==> config.mk <==
export PLATFORM = sky130hd
export DESIGN_NAME = snd_latch_bridge
export DESIGN_NICKNAME = d
export VERILOG_FILES = /design/src/rtl/snk68_snd_pkg.sv /design/src/rtl/snd_nmi_pulse.sv /design/src/rtl/snd_latch_bridge.sv
export SDC_FILE = /design/constraint.sdc
export NUM_CORES = 1
export LEC_CHECK = 0
export CAP_MARGIN = 20
export CELL_PAD_IN_SITES_DETAIL_PLACEMENT = 1
export CELL_PAD_IN_SITES_GLOBAL_PLACEMENT = 2
export CORE_MARGIN = 2
export CORE_UTILIZATION = 25
export DETAILED_ROUTE_END_ITERATION = 8
export PLACE_DENSITY_LB_ADDON = 0.1
export SYNTH_ARGS = -nofsm -noshare
export SYNTH_HDL_FRONTEND = slang
export SYNTH_SLANG_ARGS = --single-unit
==> constraint.sdc <==
create_clock -name clk -period 3.51 [get_ports clk]
set_input_delay 0.702 -clock clk [delete_from_list [all_inputs] [get_ports clk]]
set_output_delay 0.702 -clock clk [all_outputs]
set_load 0.02 [all_outputs]
==> src/rtl/snk68_snd_pkg.sv <==
// rtl/snk68_snd_pkg.sv - shared types and constants for the SNK68 sound-command bridge
//
// Purpose: default NMI pulse length, NMI FSM state encoding and the packed
//          layout of the status nibble reported by snd_latch_bridge.
// Ports:   none (package)
package snk68_snd_pkg;

  localparam int NMI_PULSE_DEFAULT = 16;

  typedef enum logic {
    NMI_IDLE,
    NMI_PULSE
  } nmi_state_t;

  typedef struct packed {
    logic ovr2;
    logic ovr1;
    logic pend2;
    logic pend1;
  } snd_status_t;

endpackage

==> src/rtl/snd_nmi_pulse.sv <==
// rtl/snd_nmi_pulse.sv - Z80 NMI pulse generator (counter + IDLE/PULSE FSM)
//
// Purpose: drives nmi_n low for exactly PULSE_LEN clk cycles after a trigger.
//          A trigger while already pulsing reloads the counter, stretching the
//          pulse without creating a second falling edge.
// Ports:
//   clk      in   system clock
//   reset_n  in   asynchronous reset, active low (forces nmi_n high, FSM idle)
//   trigger  in   one-cycle command-write strobe
//   nmi_n    out  registered NMI, active low
module snd_nmi_pulse #(
  parameter int PULSE_LEN = 16
) (
  input  logic clk,
  input  logic reset_n,
  input  logic trigger,
  output logic nmi_n
);
  import snk68_snd_pkg::*;

  // Counter holds the number of low cycles still owed after the current one.
  localparam logic [7:0] LOAD = 8'(PULSE_LEN - 1);

  nmi_state_t state_q, state_d;
  logic [7:0] cnt_q, cnt_d;
  logic       nmi_n_q, nmi_n_d;

  always_comb begin
    state_d = state_q;
    cnt_d   = cnt_q;
    nmi_n_d = nmi_n_q;
    if (trigger) begin
      state_d = NMI_PULSE;
      cnt_d   = LOAD;
      nmi_n_d = 1'b0;
    end else begin
      case (state_q)
        NMI_PULSE: begin
          if (cnt_q == 8'd0) begin
            state_d = NMI_IDLE;
            nmi_n_d = 1'b1;
          end else begin
            cnt_d = cnt_q - 8'd1;
          end
        end
        default: ;
      endcase
    end
  end

  always_ff @(posedge clk or negedge reset_n) begin
    if (!reset_n) begin
      state_q <= NMI_IDLE;
      cnt_q   <= 8'd0;
      nmi_n_q <= 1'b1;
    end else begin
      state_q <= state_d;
      cnt_q   <= cnt_d;
      nmi_n_q <= nmi_n_d;
    end
  end

  assign nmi_n = nmi_n_q;

endmodule

==> src/rtl/snd_latch_bridge.sv <==
// rtl/snd_latch_bridge.sv - SNK68 68K<->Z80 sound latch bridge with NMI generation
//
// Purpose: holds soundlatch (68K->Z80) and soundlatch2 (Z80->68K), fires a Z80
//          NMI on every 68K command write and, when SND_LATCH_STATUS_EN is
//          defined, tracks pending/overrun flags for both directions.
// Ports:
//   clk, reset_n         clock, asynchronous active-low reset
//   m68k_latch_cs        68K write cycle to the command latch (level)
//   m68k_uds_n           68K upper data strobe; command byte needs uds_n=0
//   m68k_dout[15:0]      68K write data, command byte in [15:8]
//   z80_latch_read_cs    68K read of soundlatch2 (level, consume event)
//   z80_latch_cs         Z80 access to the latch address (level)
//   z80_rd_n, z80_wr_n   Z80 strobes qualifying z80_latch_cs
//   z80_dout[7:0]        Z80 write data
//   z80_latch_dout[7:0]  soundlatch to Z80 read mux
//   m68k_latch2_dout     {soundlatch2, soundlatch2} to 68K read mux
//   z80_nmi_n            Z80 NMI, active low
//   snd_status[3:0]      {ovr2, ovr1, pend2, pend1}; 0 without SND_LATCH_STATUS_EN
module snd_latch_bridge #(
  parameter int NMI_PULSE = snk68_snd_pkg::NMI_PULSE_DEFAULT
) (
  input  logic        clk,
  input  logic        reset_n,
  input  logic        m68k_latch_cs,
  input  logic        m68k_uds_n,
  input  logic [15:0] m68k_dout,
  input  logic        z80_latch_read_cs,
  input  logic        z80_latch_cs,
  input  logic        z80_rd_n,
  input  logic        z80_wr_n,
  input  logic [7:0]  z80_dout,
  output logic [7:0]  z80_latch_dout,
  output logic [15:0] m68k_latch2_dout,
  output logic        z80_nmi_n,
  output logic [3:0]  snd_status
);
  import snk68_snd_pkg::*;

  // Delayed copies of each select; a rise fires once per bus cycle however long.
  logic m68k_cs_q, m68k_cs_d;
  logic z80_wr_q, z80_wr_d;
  logic z80_rd_q, z80_rd_d;
  logic rd2_cs_q, rd2_cs_d;
  logic [7:0] latch1_q, latch1_d;
  logic [7:0] latch2_q, latch2_d;

  logic cmd_write, z80_wr_rise, z80_rd_rise, rd2_rise;

  assign m68k_cs_d = m68k_latch_cs;
  assign z80_wr_d  = z80_latch_cs & ~z80_wr_n;
  assign z80_rd_d  = z80_latch_cs & ~z80_rd_n;
  assign rd2_cs_d  = z80_latch_read_cs;

  // Lower-byte-only 68K writes carry no command and are ignored entirely.
  assign cmd_write   = m68k_cs_d & ~m68k_cs_q & ~m68k_uds_n;
  assign z80_wr_rise = z80_wr_d & ~z80_wr_q;
  assign z80_rd_rise = z80_rd_d & ~z80_rd_q;
  assign rd2_rise    = rd2_cs_d & ~rd2_cs_q;

  always_comb begin
    latch1_d = latch1_q;
    latch2_d = latch2_q;
    if (cmd_write)   latch1_d = m68k_dout[15:8];
    if (z80_wr_rise) latch2_d = z80_dout;
  end

  always_ff @(posedge clk or negedge reset_n) begin
    if (!reset_n) begin
      m68k_cs_q <= 1'b0;
      z80_wr_q  <= 1'b0;
      z80_rd_q  <= 1'b0;
      rd2_cs_q  <= 1'b0;
      latch1_q  <= 8'h00;
      latch2_q  <= 8'h00;
    end else begin
      m68k_cs_q <= m68k_cs_d;
      z80_wr_q  <= z80_wr_d;
      z80_rd_q  <= z80_rd_d;
      rd2_cs_q  <= rd2_cs_d;
      latch1_q  <= latch1_d;
      latch2_q  <= latch2_d;
    end
  end

  assign z80_latch_dout   = latch1_q;
  assign m68k_latch2_dout = {latch2_q, latch2_q};

  snd_nmi_pulse #(
    .PULSE_LEN (NMI_PULSE)
  ) u_nmi (
    .clk     (clk),
    .reset_n (reset_n),
    .trigger (cmd_write),
    .nmi_n   (z80_nmi_n)
  );

`ifdef SND_LATCH_STATUS_EN
  snd_status_t status_q, status_d;

  // Set has priority over a same-cycle consume, so a write racing a read
  // leaves the new value flagged as pending.
  always_comb begin
    status_d = status_q;
    if (cmd_write)        status_d.pend1 = 1'b1;
    else if (z80_rd_rise) status_d.pend1 = 1'b0;
    if (z80_wr_rise)      status_d.pend2 = 1'b1;
    else if (rd2_rise)    status_d.pend2 = 1'b0;
    if (cmd_write && status_q.pend1)   status_d.ovr1 = 1'b1;
    if (z80_wr_rise && status_q.pend2) status_d.ovr2 = 1'b1;
  end

  always_ff @(posedge clk or negedge reset_n) begin
    if (!reset_n) status_q <= '0;
    else          status_q <= status_d;
  end

  assign snd_status = status_q;

  logic unused_bits;
  assign unused_bits = ^m68k_dout[7:0];
`else
  assign snd_status = 4'h0;

  logic unused_bits;
  assign unused_bits = ^{m68k_dout[7:0], z80_rd_rise, rd2_rise};
`endif

endmodule

Word level (Yosys, flattened, before mapping)
Cells that the tools add are included.
{"block": "word_totals", "wordCells": 31, "register_bits": 28, "inputBits": 32, "out_inout_bits": 29}
{"block": "classes", "muxes": 9, "n_bitwise": 8, "eq_ne": 1, "reduce_logical": 5, "addsub": 1}
{"op": "$mux W8", "count": 3}
{"op": "$logic_not A8 Y1", "count": 1}
{"op": "$sub A8 B1 Y8 const B", "count": 1}
{"op": "$mux W1", "count": 6}
{"op": "$and A1 B1 Y1", "count": 4}
{"op": "$not A1 Y1", "count": 4}
{"op": "$reduce_and A2 Y1", "count": 2}
{"op": "$reduce_bool A2 Y1", "count": 2}
{"op": "$ne A2 B2 Y1 const B", "count": 1}

Longest topological paths before layout
Gate-level depths: netlist (run 1).
{"block": "logic_depth", "depth_word": 5, "mapped_depth": 5, "ltp_nobuf": 5}

Cells and area by module
From an unflattened synthesis (run 1), not the netlist that was laid out.
{"block": "unflattened", "cells_unflattened": 106, "area_unflattened_um2": 1310.0}
{"module": "snd_latch_bridge", "cells_each": 51, "n_inst": 1, "area_per_inst_um2": 764.5}
{"module": "snd_nmi_pulse", "cells_each": 55, "n_inst": 1, "area_per_inst_um2": 545.5}

Worst setup path after synthesis (run 1)
Ideal clock, no wire load.
{"block": "synth_timing", "kind": "input to register", "from": "input m68k_latch_cs", "to": "register latch1_q[1] (netlist: z80_latch_dout[1])", "required_ns": 3.445, "path_buffers": 1, "cell_stages": 4, "t_arrival_ns": 1.687, "slack_ns": 1.758, "cell_sequence": "nor3b_1 -> clkbuf_1 -> nand2_1 -> nand2_1"}
{"block": "synth_via", "elab_chain_len": 2}
{"element": "from (decl)", "line_no": "snd_latch_bridge.sv:24", "source": "input logic m68k_latch_cs,"}
{"element": "$and A1 B1 Y1 (2 in series)", "line_no": "snd_latch_bridge.sv:55", "source": "assign cmd_write = m68k_cs_d & ~m68k_cs_q & ~m68k_uds_n;"}
{"element": "to (signal assigned)", "line_no": "snd_latch_bridge.sv:80", "source": "latch1_q <= latch1_d;"}
{"element": "to (decl)", "line_no": "snd_latch_bridge.sv:44", "source": "logic [7:0] latch1_q, latch1_d;"}
Every way passes these cells.
A chain may end at the register's enable or synchronous reset.

Worst setup path in the final report (run 1)
{"block": "layout_timing", "from": "input z80_latch_cs", "to": "register latch2_q[7]"}
{"block": "layout_via", "elab_chain_len": 2}
{"element": "from (decl)", "line_no": "snd_latch_bridge.sv:28", "source": "input logic z80_latch_cs,"}
{"element": "$and A1 B1 Y1", "line_no": "snd_latch_bridge.sv:50", "source": "assign z80_wr_d = z80_latch_cs & ~z80_wr_n;"}
{"element": "via z80_wr_d", "line_no": "snd_latch_bridge.sv:41", "source": "logic z80_wr_q, z80_wr_d;"}
{"element": "$and A1 B1 Y1", "line_no": "snd_latch_bridge.sv:56", "source": "assign z80_wr_rise = z80_wr_d & ~z80_wr_q;"}
{"element": "to (signal assigned)", "line_no": "snd_latch_bridge.sv:81", "source": "latch2_q <= latch2_d;"}
{"element": "to (decl)", "line_no": "snd_latch_bridge.sv:45", "source": "logic [7:0] latch2_q, latch2_d;"}
The timed path passes the listed nets, and every way through them passes these cells.

==> impl_metrics.py, run 1 <==
metrics = {
    "pwr": {
        "peakVddDrop_v": 0.000201,
        "p_sw_share_pct": 34.5,
        "internal_power_mw": 0.739,
        "p_leak_nw": 0.783,
        "pwr_density_cell_nw_per_um2": 618,
        "p_sw_mw": 0.389,
        "p_clk_share_pct": 18.0,
        "power_frac_seq_pct": 42.8,
        "pwr-share-comb_pct": 39.1,
    },
    "yosys": {
        "ys_warn_count": 0,
        "synthCells": 120,
        "yosys.cell_types.count": 28,
        "syn-cell-area_um2": 1280,
        "synth.ff_latch_count": 28,
        "syn_avg_cell_area_um2": 10.7,
        "seq_area_frac_synth_pct": 54.7,
    },
    "clock_tree": {
        "cts_resized": 0,
        "cts_num_sinks": 28,
        "root_buffer": "clkbuf_8",
        "worstSkewPairLatency_ns": 0.27,
        "postCtsHoldBufs": 0,
        "cts_buffers": 3,
        "cts_max_level": 1,
        "clk_pin_slew_ns": 0.10,
        "postCtsSetupRepairBufs": 0,
        "cts_tree": "done",
        "cts_buffer_depth": 2,
    },
    "timing": {
        "rsz0062_at_grt": "false",
        "worst_slack_ns": 1.37,
        "drv_slew": 0,
        "slew_headroom_pct": 49.9,
        "worst_pin_slew_ns": 0.744,
        "fin_crit_ns": 2.14,
        "finalClockSkew_ns": 0.00130,
        "clock.fmax_ghz": 0.468,
        "finalSetupViolCount": 0,
        "hold_violations": 0,
        "tns_ns": 0,
        "post-route-period-util_pct": 60.9,
    },
    "routing": {
        "drt_first_pass_iters": 3,
        "drtIter0Drc": 13,
        "routed_wl_um": 2930,
        "ant_nets": 0,
        "routedWlPerCell_um": 12.7,
        "drc": 0,
        "via_per_inst": 4.29,
        "vias": 992,
    },
    "hold_path": {
        "min_from": "z80_latch_dout[1]",
        "hp-class": "flip-flop to flip-flop",
    },
    "critical_path": {
        "cp-startpoint": "z80_latch_cs",
        "r2r-start": "u_nmi.cnt_q[4]",
        "start_kind": "input port",
        "crit_chain": "clkdlybuf4s50_1, nor2b_1, nor2b_1, mux2_2",
        "crit_buf_inv": 1,
        "cp-end-kind": "flip-flop",
        "crit_path_max_fanout": 8,
        "cp.depth": 4,
        "crit_top_cell": "nor2b_1",
        "worstSetupPathType": "input port to flip-flop",
        "regToRegSetupSlack_ns": 1.58,
        "crit_end": "latch2_q[7]",
        "crit_family": "simple AND/OR/NAND/NOR gates",
        "slowest_delay_ns": 0.60,
        "reg2regPathDepth": 3,
        "crit_slowest_cell": "nor2b_1",
        "reg2reg_to": "u_nmi.state_q",
        "cp.arrival_ns": 2.31,
        "required_ns": 3.68,
    },
    "run_status": {
        "status": "complete, no violations",
    },
    "finish": {
        "mostFrequentLayoutCell": "clkdlybuf4s50_1",
        "final_cell_mix": "clkdlybuf4s50_1, nand2_1, dfrtp_1",
        "antennaDiodeCount": 0,
        "synthToLayoutAreaGrowth_pct": 42.1,
        "fill_cells": 574,
        "nets": 196,
        "final_layout_size_suffix_gt1_share_pct": 14.3,
    },
    "global_route": {
        "antenna_found_initial": 0,
        "grt_max_degree": 29,
        "grt_pass1_vias": 1006,
        "grt_overflow_total": 0,
        "grt_usage_pct": 10.7,
        "grt_pass1_wl_um": 4530,
    },
    "floorplan": {
        "die_w_um": 75.7,
        "fp.dieH_um": 75.7,
        "die-area_um2": 5720,
        "pin_count": 61,
        "initial_core_util_pct": 25.5,
        "rows": 26,
        "placeableCoreArea_um2": 5040,
    },
    "job": {
        "cap_violations": 0,
    },
    "placement": {
        "gp_congestion": 0.701,
        "io_buffers": 46,
        "hpwl_um": 2220,
        "preCtsSetupSlack_ns": 1.00,
    },
}
## through the flow
step	area (µm²)	hold WS, ns	util, %	total power [mW]	instances
final	1820	0.488	36.2	1.13	231
after global routing	1820	0.509	36.2	1.21	231
after CTS	1820	0.494	36.2	1.15	231
after detailed placement	1770	0.464	35.1	0.942	227
after global placement	1770	0.459	35.1	0.921	227
after floorplan	1290	0.406	-	0.759	123
## layer usage
layer	vias up	track usage (%)	share of wire, %
met5	-	0	0
met4	0	5.26	1.9
met3	5	2.38	6.6
met2	34	18.7	50
met1	481	12.1	41
li1	472	-	-
## state kept, by name (all words and copies together) (netlist names)
signal,count
u_nmi.cnt_q,8
z80_wr_q,1
latch2_q,8
u_nmi.state_q,1
z80_latch_dout,8
u_nmi.nmi_n,1
m68k_cs_q,1
## power by group through the flow
stage	logic (mW)	registers [mW]	clock network (mW)
floorplan	0.237	0.522	0
global placement	0.435	0.485	0
detailed placement	0.450	0.492	0
CTS	0.450	0.486	0.217
global route	0.486	0.497	0.228
finish	0.441	0.483	0.203
## cell families after synthesis
logic type	after synthesis	share of synthesized area, %
and+or+nand+nor	48	18.2
buffers and inverters	17	8.48
DFF	28	54.7
muxes	12	10.2
other	1	0.292
AOI/OAI and AO/OA	12	6.14
adders and majority gates	2	1.95
## layout make-up
class                      count  area, µm²  share of cell area (%)
sequential                    28        702                    38.5
multi-input combinational     78        489                    26.8
timing repair buffer          49        483                    26.5
tap                           70       87.6                    4.80
clock buffer                   4       55.1                    3.02
inverter                       2       7.51                   0.412
## synthesized netlist by cell type (all sizes together)
library cell,number,area (µm²)
nand2,28,105
dfrtp,27,676
buf,12,90.1
mux2,9,101
nor2,4,15.0
a21oi,3,15.0
clkbuf,3,11.3
mux2i,3,30.0
o21ai,3,15.0
or4,3,26.3
a211oi,2,15.0
ha,2,25.0
inv,2,7.51
nor2b,2,12.5
nor3b,2,15.0
or2,2,12.5
or3,2,12.5
or3b,2,17.5
a2111o,1,11.3
a211o,1,8.76
a21boi,1,7.51
a31oi,1,6.26
and2,1,6.26
conb,1,3.75
dfstp,1,26.3
nor3,1,5.00
nor4,1,6.26
## tightest hold or removal path, stage by stage, from the launching register on
cell     delay, ns
dfrtp_1       0.35
nand2_1       0.05
nand2_1       0.06
## worst min-delay path by stage
stage	end	slack, ns	depth (start not counted)
floorplan	latch2_q[0]	0.41	0
global placement	z80_latch_dout[5]	0.46	2
detailed placement	z80_latch_dout[7]	0.46	2
CTS	z80_latch_dout[0]	0.49	2
global route	z80_latch_dout[0]	0.51	2
finish	z80_latch_dout[1]	0.49	2
(Power assumes the default switching activity.)
==> inputs of run 2 (changes only) <==
Settings changed: CORE_UTILIZATION 25 to 23.
Clock period 3.51 ns to 2 ns, I/O delays scaled along.
==> run 2 against run 1 <==
  * Die area increased by 8.2%
  * Global-route usage fell by 0.62 points
  * Largest cell class unchanged
  * Register-to-register slack got worse by 1.3 ns
==> impl_metrics.py, run 2 (synthesized netlist as in run 1, its figures left out) <==
metrics = {
    "run_status": {
        "status": "complete, no violations",
    },
    "global_route": {
        "met3_usage_pct": 2.84,
        "use_met2_pct": 18.2,
        "grt_pass1_vias": 1041,
        "grt_pass1_wl_um": 4970,
        "antenna_found_initial": 0,
        "busiest_layer": "met2",
        "met1_usage_pct": 12.0,
        "grt_overflow_total": 0,
        "grt_max_degree": 29,
        "grt_usage_pct": 10.0,
    },
    "timing": {
        "worst_slack_ns": 0.197,
        "whs_ns": 0.482,
        "slew_headroom_pct": 65.8,
        "worst_pin_slew_ns": 0.511,
        "finalSetupViolCount": 0,
        "hold_violations": 0,
        "finalClockSkew_ns": 0.00259,
        "fin_crit_ns": 1.80,
        "tns_ns": 0,
        "clock.fmax_ghz": 0.555,
        "post-route-period-util_pct": 90.2,
        "rsz0062_at_grt": "false",
        "drv_slew": 0,
    },
    "finish": {
        "final_cell_mix": "clkdlybuf4s50_1, nand2_1, dfrtp_1",
        "ff_latch_area_um2": 702,
        "multiInputGateArea_um2": 489,
        "synthToLayoutAreaGrowth_pct": 44.1,
        "fin_cells": 236,
        "mostFrequentLayoutCell": "clkdlybuf4s50_1",
        "final_layout_size_suffix_gt1_share_pct": 15.9,
        "fill_cells": 606,
        "antennaDiodeCount": 0,
        "nets": 199,
    },
    "pwr": {
        "p_clk_share_pct": 17.5,
        "p_sw_mw": 0.679,
        "pwr-share-comb_pct": 39.9,
        "peakVddDrop_v": 0.000523,
        "power_frac_seq_pct": 42.7,
        "p_leak_nw": 0.799,
        "internal_power_mw": 1.31,
        "pwr_density_cell_nw_per_um2": 1070,
        "p_sw_share_pct": 34.2,
        "power_mw": 1.99,
    },
    "critical_path": {
        "cp-end-kind": "output port",
        "crit_slowest_cell": "clkdlybuf4s50_1",
        "cp.arrival_ns": 1.40,
        "start_kind": "flip-flop",
        "crit_buf_inv": 1,
        "required_ns": 1.60,
        "crit_path_max_fanout": 2,
        "crit_family": "buffers and inverters",
        "crit_chain": "clkdlybuf4s50_1",
        "worstSetupPathType": "flip-flop to output port",
        "slowest_delay_ns": 0.59,
    },
    "clock_tree": {
        "cts_buffer_depth": 2,
        "worstSkewPairLatency_ns": 0.27,
        "cts_resized": 0,
        "postCtsHoldBufs": 0,
        "root_buffer": "clkbuf_8",
        "postCtsSetupRepairBufs": 0,
        "cts_max_level": 1,
        "clk_pin_slew_ns": 0.09,
        "cts_tree": "done",
        "cts_buffers": 3,
        "cts_num_sinks": 28,
    },
    "routing": {
        "via_per_inst": 4.25,
        "drt_first_pass_iters": 3,
        "vias": 1003,
        "routedWlPerCell_um": 12.8,
        "routed_wl_um": 3020,
        "drtIter0Drc": 12,
        "drc": 0,
        "ant_nets": 0,
    },
    "job": {
        "cap_violations": 0,
    },
    "floorplan": {
        "die-area_um2": 6200,
        "initial_core_util_pct": 23.6,
        "pin_count": 61,
        "fp.dieH_um": 78.7,
        "placeableCoreArea_um2": 5440,
        "rows": 27,
        "die_w_um": 78.7,
    },
    "placement": {
        "gp_congestion": 0.748,
        "preCtsSetupSlack_ns": 0.0914,
        "dp_cells": 232,
        "hpwl_um": 2290,
        "io_buffers": 46,
    },
    "hold_path": {
        "hp-class": "flip-flop to flip-flop",
    },
}
## run 2: layer usage
metal	vias up	part of all wire [%]
met5	-	0
met4	0	0.76
met3	2	6.0
met2	32	50
met1	492	43
li1	477	-
## run 2: worst paths after layout
path	endpoint	startpoint	depth (start not counted)	slack (ns)
setup / recovery	z80_nmi_n	u_nmi.nmi_n	1	0.20
hold / removal	z80_latch_dout[4]	z80_latch_dout[4]	2	0.48
max in group asynchronous	u_nmi.nmi_n	reset_n	2	1.17
hold reg to reg	z80_latch_dout[4]	z80_latch_dout[4]	2	0.48
setup reg to reg	u_nmi.cnt_q[1]	u_nmi.cnt_q[0]	5	0.28
min in group asynchronous	latch2_q[0]	reset_n	2	0.51
## run 2: stage by stage
step           instance area [µm²]  util, %
2_1_floorplan                 1290        -
4_1_cts                       1850     34.0
3_3_place_gp                  1790     33.0
6_report                      1850     34.0
5_1_grt                       1850     34.0
3_5_place_dp                  1790     33.0
## run 2: final cells by class
| cell class | instances | area share [%] |
|---|---|---|
| well taps | 72 | 4.87 |
| multi-input cells | 78 | 26.5 |
| clock buffers | 4 | 2.98 |
| flip-flops and latches | 28 | 38.0 |
| repair buffers | 52 | 27.3 |
| inverters | 2 | 0.406 |
## run 2: power by group through the flow
| stage | sequential [mW] | clock (mW) | combinational, mW |
|---|---|---|---|
| floorplan | 0.916 | 0 | 0.415 |
| finish | 0.847 | 0.347 | 0.792 |
| global placement | 0.854 | 0 | 0.780 |
| CTS | 0.852 | 0.372 | 0.804 |
| detailed placement | 0.863 | 0 | 0.803 |
| global route | 0.878 | 0.398 | 0.867 |
==> inputs of run 3 (changes only) <==
Settings changed: CORE_MARGIN 2 to default.
==> run 3 against run 2 <==
  * Fmax is 0.35% lower
  * Die area decreased by 5.0%
  * Via count decreased by 0.50%
  * Critical path type unchanged
==> impl_metrics.py, run 3 (synthesized netlist as in run 1, its figures left out) <==
metrics = {
    "timing": {
        "finalSetupViolCount": 0,
        "fin_crit_ns": 1.81,
        "clock.fmax_ghz": 0.553,
        "drv_slew": 0,
        "post-route-period-util_pct": 90.5,
        "rsz0062_at_grt": "false",
        "tns_ns": 0,
        "finalClockSkew_ns": 0.00285,
        "hold_violations": 0,
    },
    "clock_tree": {
        "clk_pin_slew_ns": 0.10,
        "cts_buffers": 3,
        "cts_max_level": 1,
        "worstSkewPairLatency_ns": 0.28,
        "postCtsSetupRepairBufs": 0,
        "cts_resized": 0,
        "cts_num_sinks": 28,
        "postCtsHoldBufs": 0,
        "root_buffer": "clkbuf_8",
        "cts_tree": "done",
        "cts_buffer_depth": 2,
    },
    "critical_path": {
        "start_kind": "flip-flop",
        "required_ns": 1.60,
        "crit_chain": "clkdlybuf4s50_1",
        "cp.arrival_ns": 1.41,
        "reg2reg_to": "u_nmi.cnt_q[1]",
        "reg2regPathDepth": 5,
        "crit_path_max_fanout": 2,
        "crit_family": "buffers and inverters",
        "crit_slowest_cell": "clkdlybuf4s50_1",
        "r2r-start": "u_nmi.cnt_q[0]",
        "worstSetupPathType": "flip-flop to output port",
        "crit_buf_inv": 1,
        "slowest_delay_ns": 0.59,
        "regToRegSetupSlack_ns": 0.31,
        "cp-end-kind": "output port",
    },
    "routing": {
        "routedWlPerCell_um": 12.2,
        "drc": 0,
        "drt_first_pass_iters": 4,
        "via_per_inst": 4.25,
        "drtIter0Drc": 45,
        "vias": 998,
        "ant_nets": 0,
        "routed_wl_um": 2860,
    },
    "global_route": {
        "grt_max_degree": 29,
        "antenna_found_initial": 0,
        "grt_usage_pct": 10.8,
        "grt_overflow_total": 0,
        "grt_pass1_wl_um": 5000,
        "grt_pass1_vias": 1073,
    },
    "pwr": {
        "peakVddDrop_v": 0.000372,
        "pwr_density_cell_nw_per_um2": 1070,
        "power_mw": 1.98,
        "p_leak_nw": 0.805,
    },
    "hold_path": {
        "hold_depth": 2,
        "min_from": "z80_latch_dout[0]",
        "hp-class": "flip-flop to flip-flop",
        "min_to": "z80_latch_dout[0]",
    },
    "finish": {
        "synthToLayoutAreaGrowth_pct": 44.4,
        "mostFrequentLayoutCell": "clkdlybuf4s50_1",
        "fill_cells": 593,
        "nets": 200,
        "final_layout_size_suffix_gt1_share_pct": 16.4,
        "final_cell_mix": "clkdlybuf4s50_1, nand2_1, dfrtp_1",
        "multiInputGateArea_um2": 489,
        "antennaDiodeCount": 0,
        "ff_latch_area_um2": 702,
    },
    "floorplan": {
        "fp.dieH_um": 76.7,
        "die-area_um2": 5880,
        "placeableCoreArea_um2": 5240,
        "rows": 26,
        "pin_count": 61,
        "initial_core_util_pct": 24.5,
        "die_w_um": 76.7,
    },
    "placement": {
        "hpwl_um": 2190,
        "io_buffers": 46,
        "gp_congestion": 0.704,
    },
    "job": {
        "cap_violations": 0,
    },
    "run_status": {
        "status": "complete, no violations",
    },
}
run 3: where the power goes:
group,internal [mW],switching (mW)
clock network,0.176,0.178
registers,0.726,0.120
logic,0.405,0.373
run 3: area by class of cell:
cell class	count	share of cell area, %
timing repair buffer	53	27.7
clock buffer	4	2.97
inverter	2	0.405
tap	70	4.72
sequential	28	37.9
multi-input combinational	78	26.4
run 3: worst max path at each step:
stage | endpoint | start | cells after the start
2_1_floorplan | u_nmi.state_q | u_nmi.cnt_q[0] | 5
3_3_place_gp | u_nmi.cnt_q[3] | m68k_latch_cs | 4
3_5_place_dp | u_nmi.cnt_q[3] | m68k_latch_cs | 4
4_1_cts | z80_nmi_n | u_nmi.nmi_n | 1
5_1_grt | u_nmi.cnt_q[1] | u_nmi.cnt_q[0] | 5
6_report | z80_nmi_n | u_nmi.nmi_n | 1
run 3: layer usage:
layer  GRT usage [%]  vias to the layer above  share of wire, %  wire length, µm
met4            4.62                        0               1.3               37
met3            2.14                        4               5.2              148
met2            18.6                       32                50             1440
met1            13.0                      484                43             1230
met5               0                        -                 0                0
li1                -                      478                 -                -
run 3: per-stage QoR:
step                setup slack [ns]  instance area, µm²  util, %  std cells  hold slack [ns]
floorplan                      0.281                1290        -        123            0.104
detailed placement            0.0561                1800     34.4        231            0.468
global route                   0.143                1850     35.4        235            0.519
CTS                            0.166                1850     35.4        235            0.494
global placement               0.111                1800     34.4        231            0.460
finish                         0.191                1850     35.4        235            0.485
run 3: worst reg2reg max path, cell delays in order (launching register included):
cell and delay [ns]:
dfrtp_1 0.37, inv_1 0.08, ha_1 0.21, nor3b_1 0.15, a21boi_0 0.39, mux2_2 0.38
